$ cat src/rtl/mono_pkg.sv
// Shared constants for the monochrome mode controller: output modes,
// PS/2 set-2 prefix codes and the scan-code decoder state encoding.
package mono_pkg;

    localparam logic [1:0] MONO_COLOUR = 2'd0;
    localparam logic [1:0] MONO_GREEN  = 2'd1;
    localparam logic [1:0] MONO_AMBER  = 2'd2;
    localparam logic [1:0] MONO_WHITE  = 2'd3;

    localparam logic [7:0] SC_E0 = 8'hE0;
    localparam logic [7:0] SC_F0 = 8'hF0;

    typedef enum logic [1:0] {
        IDLE     = 2'd0,
        GOT_E0   = 2'd1,
        GOT_F0   = 2'd2,
        GOT_E0F0 = 2'd3
    } dec_state_t;

    // Hotkey steps through the four modes, wrapping white back to colour.
    function automatic logic [1:0] mode_next(input logic [1:0] mode);
        return mode + 2'd1;
    endfunction

endpackage

$ cat src/rtl/mono_mode_ctrl_if.sv
// CPU I/O port bundle for the mode controller: write strobe, write data
// and the status readback.
interface mono_mode_ctrl_if;
    logic       io_we;
    logic [7:0] io_din;
    logic [7:0] io_dout;

    modport master (output io_we, output io_din, input  io_dout);
    modport slave  (input  io_we, input  io_din, output io_dout);
endinterface

$ cat src/rtl/ps2_sniff_rx.sv
// Passive PS/2 frame receiver: synchronises the keyboard lines, samples on
// clock falling edges and emits one-cycle byte_valid for good frames only.
module ps2_sniff_rx #(
    parameter int TIMEOUT_CYCLES = 2864
) (
    input  logic       clk_vga,
    input  logic       rst_n,
    input  logic       ps2_clk_in,
    input  logic       ps2_data_in,
    output logic       byte_valid,
    output logic [7:0] byte_data
);

    localparam int             TW      = $clog2(TIMEOUT_CYCLES + 1);
    localparam logic [TW-1:0]  TO_LOAD = TW'(TIMEOUT_CYCLES - 1);

    logic [1:0]    clk_sync;
    logic [1:0]    dat_sync;
    logic          clk_hist;
    logic          clk_fall;
    logic          bit_in;

    logic          busy;
    logic [3:0]    bit_cnt;
    logic [7:0]    shift;
    logic          par_acc;
    logic [TW-1:0] tmr;

    // Idle-high reset values keep a reset from looking like a clock edge.
    always_ff @(posedge clk_vga or negedge rst_n) begin
        if (!rst_n) begin
            clk_sync <= 2'b11;
            dat_sync <= 2'b11;
            clk_hist <= 1'b1;
        end else begin
            clk_sync <= {clk_sync[0], ps2_clk_in};
            dat_sync <= {dat_sync[0], ps2_data_in};
            clk_hist <= clk_sync[1];
        end
    end

    assign clk_fall = clk_hist & ~clk_sync[1];
    assign bit_in   = dat_sync[1];

    always_ff @(posedge clk_vga or negedge rst_n) begin
        if (!rst_n) begin
            busy       <= 1'b0;
            bit_cnt    <= 4'd0;
            shift      <= 8'h00;
            par_acc    <= 1'b0;
            tmr        <= TO_LOAD;
            byte_valid <= 1'b0;
            byte_data  <= 8'h00;
        end else begin
            byte_valid <= 1'b0;
            if (clk_fall) begin
                tmr <= TO_LOAD;
                if (!busy) begin
                    if (!bit_in) begin
                        busy    <= 1'b1;
                        bit_cnt <= 4'd1;
                        par_acc <= 1'b0;
                    end
                end else if (bit_cnt <= 4'd8) begin
                    shift   <= {bit_in, shift[7:1]};
                    par_acc <= par_acc ^ bit_in;
                    bit_cnt <= bit_cnt + 4'd1;
                end else if (bit_cnt == 4'd9) begin
                    par_acc <= par_acc ^ bit_in;
                    bit_cnt <= bit_cnt + 4'd1;
                end else begin
                    // Stop bit: odd parity over data+parity and a high stop.
                    busy <= 1'b0;
                    if (par_acc && bit_in) begin
                        byte_valid <= 1'b1;
                        byte_data  <= shift;
                    end
                end
            end else if (busy) begin
                if (tmr == '0) begin
                    busy <= 1'b0;
                end else begin
                    tmr <= tmr - TW'(1);
                end
            end
        end
    end

endmodule

$ cat src/rtl/mono_mode_ctrl.sv
// Monochrome mode register: CPU writes or a PS/2 hotkey set a pending mode,
// committed at the active vsync edge. Hotkey path is built only with MONO_HOTKEY_EN.
//
// Decoder states:
//   state    | meaning
//   IDLE     | no prefix seen; hotkey code here is a make
//   GOT_E0   | extended prefix seen
//   GOT_F0   | break prefix seen; hotkey code here is a break
//   GOT_E0F0 | extended break prefix seen; next byte never matches
module mono_mode_ctrl
    import mono_pkg::*;
#(
    parameter int       TIMEOUT_CYCLES   = 2864,
    parameter bit [7:0] HOTKEY_CODE      = 8'h07,
    parameter bit       VSYNC_ACTIVE_LOW = 1'b1
) (
    input  logic               clk_vga,
    input  logic               rst_n,
    input  logic               ps2_clk_in,
    input  logic               ps2_data_in,
    input  logic               vga_vsync,
    mono_mode_ctrl_if.slave    io,
    output logic [1:0]         monochrome_switcher
);

    localparam logic VS_IDLE = VSYNC_ACTIVE_LOW ? 1'b1 : 1'b0;

    logic [1:0] pending;
    logic [1:0] current;
    logic [1:0] vs_sync;
    logic       vs_hist;
    logic       vs_edge;
    logic       hk_fire;
    logic       unused_din;

    always_ff @(posedge clk_vga or negedge rst_n) begin
        if (!rst_n) begin
            vs_sync <= {2{VS_IDLE}};
            vs_hist <= VS_IDLE;
        end else begin
            vs_sync <= {vs_sync[0], vga_vsync};
            vs_hist <= vs_sync[1];
        end
    end

    assign vs_edge = (vs_sync[1] != VS_IDLE) && (vs_hist == VS_IDLE);

`ifdef MONO_HOTKEY_EN
    logic       byte_valid;
    logic [7:0] byte_data;
    dec_state_t dec_state;
    dec_state_t dec_next;
    logic       hk_make;
    logic       hk_break;
    logic       armed;

    ps2_sniff_rx #(
        .TIMEOUT_CYCLES (TIMEOUT_CYCLES)
    ) u_rx (
        .clk_vga     (clk_vga),
        .rst_n       (rst_n),
        .ps2_clk_in  (ps2_clk_in),
        .ps2_data_in (ps2_data_in),
        .byte_valid  (byte_valid),
        .byte_data   (byte_data)
    );

    always_ff @(posedge clk_vga or negedge rst_n) begin
        if (!rst_n) begin
            dec_state <= IDLE;
            armed     <= 1'b1;
        end else begin
            dec_state <= dec_next;
            if (hk_break) begin
                armed <= 1'b1;
            end else if (hk_fire) begin
                armed <= 1'b0;
            end
        end
    end

    always_comb begin
        dec_next = dec_state;
        hk_make  = 1'b0;
        hk_break = 1'b0;
        if (byte_valid) begin
            dec_next = IDLE;
            case (dec_state)
                IDLE: begin
                    if (byte_data == SC_E0) begin
                        dec_next = GOT_E0;
                    end else if (byte_data == SC_F0) begin
                        dec_next = GOT_F0;
                    end else if (byte_data == HOTKEY_CODE) begin
                        hk_make = 1'b1;
                    end
                end
                GOT_E0: begin
                    if (byte_data == SC_F0) begin
                        dec_next = GOT_E0F0;
                    end
                end
                GOT_F0: begin
                    if (byte_data == HOTKEY_CODE) begin
                        hk_break = 1'b1;
                    end
                end
                default: begin
                end
            endcase
        end
    end

    // Only the first make after a break counts, so typematic repeats are inert.
    assign hk_fire = hk_make & armed;
`else
    logic unused_ps2;
    assign unused_ps2 = ^{ps2_clk_in, ps2_data_in, HOTKEY_CODE, TIMEOUT_CYCLES[0]};
    assign hk_fire    = 1'b0;
`endif

    // A CPU write in the same cycle as a hotkey event wins outright.
    always_ff @(posedge clk_vga or negedge rst_n) begin
        if (!rst_n) begin
            pending <= MONO_COLOUR;
            current <= MONO_COLOUR;
        end else begin
            if (io.io_we) begin
                pending <= io.io_din[1:0];
            end else if (hk_fire) begin
                pending <= mode_next(pending);
            end
            if (vs_edge) begin
                current <= pending;
            end
        end
    end

    assign unused_din          = ^io.io_din[7:2];
    assign io.io_dout          = {4'b0000, current, pending};
    assign monochrome_switcher = current;

endmodule

$ cat src/flat_wrapper.sv
// flat-port wrapper written by rule: the top's interface ports become plain ports
module mono_mode_ctrl_flat import mono_pkg::*;
#(
    parameter int       TIMEOUT_CYCLES   = 2864,
    parameter bit [7:0] HOTKEY_CODE      = 8'h07,
    parameter bit       VSYNC_ACTIVE_LOW = 1'b1
)
  (clk_vga, rst_n, ps2_clk_in, ps2_data_in, vga_vsync, monochrome_switcher, io_io_we, io_io_din, io_io_dout);
  mono_mode_ctrl_if io_i ();
  input  logic clk_vga;
  input  logic rst_n;
  input  logic ps2_clk_in;
  input  logic ps2_data_in;
  input  logic vga_vsync;
  output logic [1:0] monochrome_switcher;
  input wire logic [$bits(io_i.io_we)-1:0] io_io_we;
  input wire logic [$bits(io_i.io_din)-1:0] io_io_din;
  output wire logic [$bits(io_i.io_dout)-1:0] io_io_dout;
  assign io_i.io_we = io_io_we;
  assign io_i.io_din = io_io_din;
  assign io_io_dout = io_i.io_dout;
  mono_mode_ctrl #(.TIMEOUT_CYCLES(TIMEOUT_CYCLES), .HOTKEY_CODE(HOTKEY_CODE), .VSYNC_ACTIVE_LOW(VSYNC_ACTIVE_LOW)) u_core (.clk_vga(clk_vga), .rst_n(rst_n), .ps2_clk_in(ps2_clk_in), .ps2_data_in(ps2_data_in), .vga_vsync(vga_vsync), .io(io_i), .monochrome_switcher(monochrome_switcher));
endmodule
$ cat config.mk
export PLATFORM = sky130hd
export DESIGN_NAME = mono_mode_ctrl_flat
export DESIGN_NICKNAME = d
export VERILOG_FILES = /design/src/rtl/mono_pkg.sv /design/src/rtl/mono_mode_ctrl_if.sv /design/src/rtl/ps2_sniff_rx.sv /design/src/rtl/mono_mode_ctrl.sv /design/src/flat_wrapper.sv
export SDC_FILE = /design/constraint.sdc
export NUM_CORES = 1
export LEC_CHECK = 0
export BUFFER_PORTS_ARGS = -buffer_cell sky130_fd_sc_hd__buf_4
export CAP_MARGIN = 20
export CORE_AREA = 2 2 39 41
export CTS_CLUSTER_DIAMETER = 150
export DETAILED_ROUTE_END_ITERATION = 10
export DIE_AREA = 0 0 41 43
export GPL_TIMING_DRIVEN = 0
export PLACE_DENSITY_LB_ADDON = 0.3
export RECOVER_POWER = 50
export SYNTH_ARGS = -nofsm -noshare
export SYNTH_HDL_FRONTEND = slang
export SYNTH_SLANG_ARGS = --single-unit
export TNS_END_PERCENT = 10
$ cat constraint.sdc
create_clock -name clk_vga -period 1.5 [get_ports clk_vga]
set_clock_uncertainty 0.2 [all_clocks]
set_input_delay 0.15 -clock clk_vga [delete_from_list [all_inputs] [get_ports clk_vga]]
set_output_delay 0.15 -clock clk_vga [all_outputs]
set_load 0.02 [all_outputs]
# == Word-level counts from Yosys, hierarchy flattened ==
# Index checks and enable logic that the tools add are counted.
# classes
reduce_logical,1
bitwise_logic,1
# ops
operator,count
logical AND 1 bit,1
NOT 1 bit,1
# word_totals
ff_bits,7
inputBits,14
out_inout_bits,10

# == Depth between registers and ports, before layout ==
# depth
ltp_word,2
mapped_depth,2
depth_no_buf,2

# == Worst setup path after synthesis ==
# Ideal clock, no wire load.
# synth_timing
path_type,reg2reg
startpoint,register u_core.vs_sync[1]
endpoint,"register u_core.current[0], in the netlist u_core.monochrome_switcher[0]"
setup_ns,0.125
path_stages_with_launch,3
arrival_ns,0.910
path_slack_ns,0.265
cell_sequence,dfstp_2 nand2b_4 mux2_4
# synth_via
elab_chain_cells,2
# synth_rtl
element,line,source
"start, declared",mono_mode_ctrl.sv:30,logic [1:0] vs_sync;
"start signal, assigned",mono_mode_ctrl.sv:38,vs_sync <= {2{VS_IDLE}};
"start signal, assigned",mono_mode_ctrl.sv:41,"vs_sync <= {vs_sync[0], vga_vsync};"
NOT 1 bit,mono_mode_ctrl.sv:46,assign vs_edge = (vs_sync[1] != VS_IDLE) && (vs_hist == VS_IDLE);
logical AND 1 bit,mono_mode_ctrl.sv:46,
"end signal, assigned",mono_mode_ctrl.sv:134,current <= pending;
"end, declared",mono_mode_ctrl.sv:29,logic [1:0] current;
# No other way between the ends.
# A chain may end at the register's enable or synchronous reset.

# == Final worst setup path ==
# layout_timing
startpoint,"register u_core.current[1], in the netlist u_core.monochrome_switcher[1]"
endpoint,output port monochrome_switcher[1]
# layout_rtl
element,line,source
"end, declared",flat_wrapper.sv:15,output logic [1:0] monochrome_switcher;
# No word-level cell between the ends.

==> results.txt <==
Post-Synthesis Cell Area = 294 um2
Final Slew Violations = 0
Die Area = 1760 um2
Tmin final = 1270 ps
worst skew pair latency = 240 ps
Final setup viols = 0
Die H = 43 um
Area after DPL = 408 um2
CTS resizes = 0
layout cells sized above 1 = 64.3%
floorplan core area = 1380 um2
flop2flop setup slack = 250 ps
VDD IR max = 0.000407 V
largest net degree at the start of global routing = 8
CTS tree = yes
vias in the first global route = 194
Detailed Routing Iterations Pass 1 = 1
Max clock buf depth = 2
layout net count = 57
port bufs = 11
Async SR Flop Fraction = 100%
first-pass GRT wire length = 828 um
Leak = 0.242 nW
startpoint types = flip-flop
final instance area = 480 um2
Detailed Route WL = 512 um
Max Cap Viol = 0
Final Hold Vio Count = 0
vias per cell = 3.26
Clock Sinks = 7
Tot Pwr = 0.549 mW
worst-path fanout max = 3
power density cells = 1140 nW/um2
crit share post-route = 84.5%
register area = 179 um2
M1 WL = 177 um
n_diodes = 0
most common cell in the synthesized netlist = buf_4
antenna violations before repair = 0
Fin Setup TNS = 0 ps
syn avg cell area = 15.5 um2
met3 routed wirelength = 58 um
post-synthesis register bit count = 7
Worst Path Arrival = 920 ps
largest area contributor in the netlist = dfrtp_1
Cell Rows = 14
Vias = 189
Post-synth top flop = dfrtp_1
Mapped Cells = 19
Synth warnings = 0
grt ovf = 0
post-synth top area share = 34.0%
Post-synth EDFFs = 0
commonest cells in the netlist = buf_4, dfrtp_1, dfstp_2, mux2_2, mux2_4
top cells by area, synth = dfrtp_1, dfstp_2, buf_4
DR WL met2 = 277 um
GRT Resource Usage Total = 7.82%
GPL Wtd Cong = 0.523
Clock transition at path regs = 50 ps
IO Pins = 24
final core occ = 34.7%
wire per inst = 8.83 um
RSZ-0062 raised after global routing = no
status = finished, final reports clean
initial core utilization = 21.2%
final hold slack = 122 ps
fill count = 150
# DRC = 0
H-tree depth = 1
Highest Signal Layer = met3
multi-input logic area = 81.3 um2
Fmax achieved = 0.789 GHz
library cells used by synthesis = 7
drt first-iter violations = 0
register area share after synthesis = 60.9%
Synth-to-Final Area Change = 63.4%
crit end category = output pin
worst min-delay path category = input port to asynchronous set/reset pin
TritonCTS Buffers = 3
final antenna-violating net count = 0
DIE WIDTH = 41 um
clk root buf = clkbuf_4
CP required = 1150 ps
Setup CP Type = flip-flop to output pin
-- timing repair --
item / 4_1_cts / 5_1_grt
hold endpoints to repair: 10 / 0
setup buffers: 0 / 0
hold buffers: 5 / 0
-- metrics by stage --
stage / setup WS (ps) / std cells
after floorplan: 265 / 22
after global placement: 259 / 49
after detailed placement: 250 / 49
after CTS: 215 / 58
after global routing: 182 / 58
final: 233 / 58
-- cells in the final DEF (no fill, tap or decap), drive strengths merged --
cell,n
conb,4
dfrtp,4
nand2b,1
dlygate4sd3,5
buf,15
mux2,4
clkbuf,6
dfstp,3
-- worst max-delay path: stages, from the launching register on --
cell,delay [ps]
dfrtp_1,390
buf_4,130
buf_4,140
-- state kept, by name, indices dropped and copies added (netlist names) --
signal / cells
u_core.vs_sync: 2
u_core.pending: 2
u_core.monochrome_switcher: 2
u_core.vs_hist: 1
-- metal layers --
layer  track usage [%]  vias up
li1                  -       95
met1              8.67       82
met2              11.3       12
met3              4.71        0
met4              4.00        0
met5                 0        -
-- area by class of cell --
| cell class | count | area share (%) |
|---|---|---|
| repair buffers | 16 | 26.8 |
| clock buffers | 4 | 5.47 |
| flip-flops and latches | 7 | 37.2 |
| multi-input cells | 9 | 16.9 |
| plain buffers | 6 | 9.37 |
| well taps | 16 | 4.17 |
-- report_power, final --
group | switching, mW | internal [mW] | total [mW]
clock | 0.0637 | 0.101 | 0.165
combinational | 0.0679 | 0.0881 | 0.156
sequential | 0.0159 | 0.213 | 0.229
total | 0.147 | 0.402 | 0.549
-- cells by family after synthesis --
family | synth area share (%)
DFF | 60.9
buffers and inverters | 15.3
muxes | 17.9
and+or+nand+nor | 4.68
other | 1.28
-- path summary, 6_finish.rpt --
path                                                      startpoint                                         to  depth (start not counted)
hold / removal                                                 rst_n  u_core.monochrome_switcher[0]$_DFFE_PN0P_                          2
setup reg to reg                         u_core.vs_sync[1]$_DFF_PN1_  u_core.monochrome_switcher[0]$_DFFE_PN0P_                          2
hold reg to reg                          u_core.vs_sync[0]$_DFF_PN1_                u_core.vs_sync[1]$_DFF_PN1_                          0
min in group clk_vga                     u_core.vs_sync[0]$_DFF_PN1_                u_core.vs_sync[1]$_DFF_PN1_                          0
setup / recovery           u_core.monochrome_switcher[1]$_DFFE_PN0P_                     monochrome_switcher[1]                          2
max in group asynchronous                                      rst_n                u_core.vs_sync[0]$_DFF_PN1_                          2
Power figures use the tool's default switching activity.
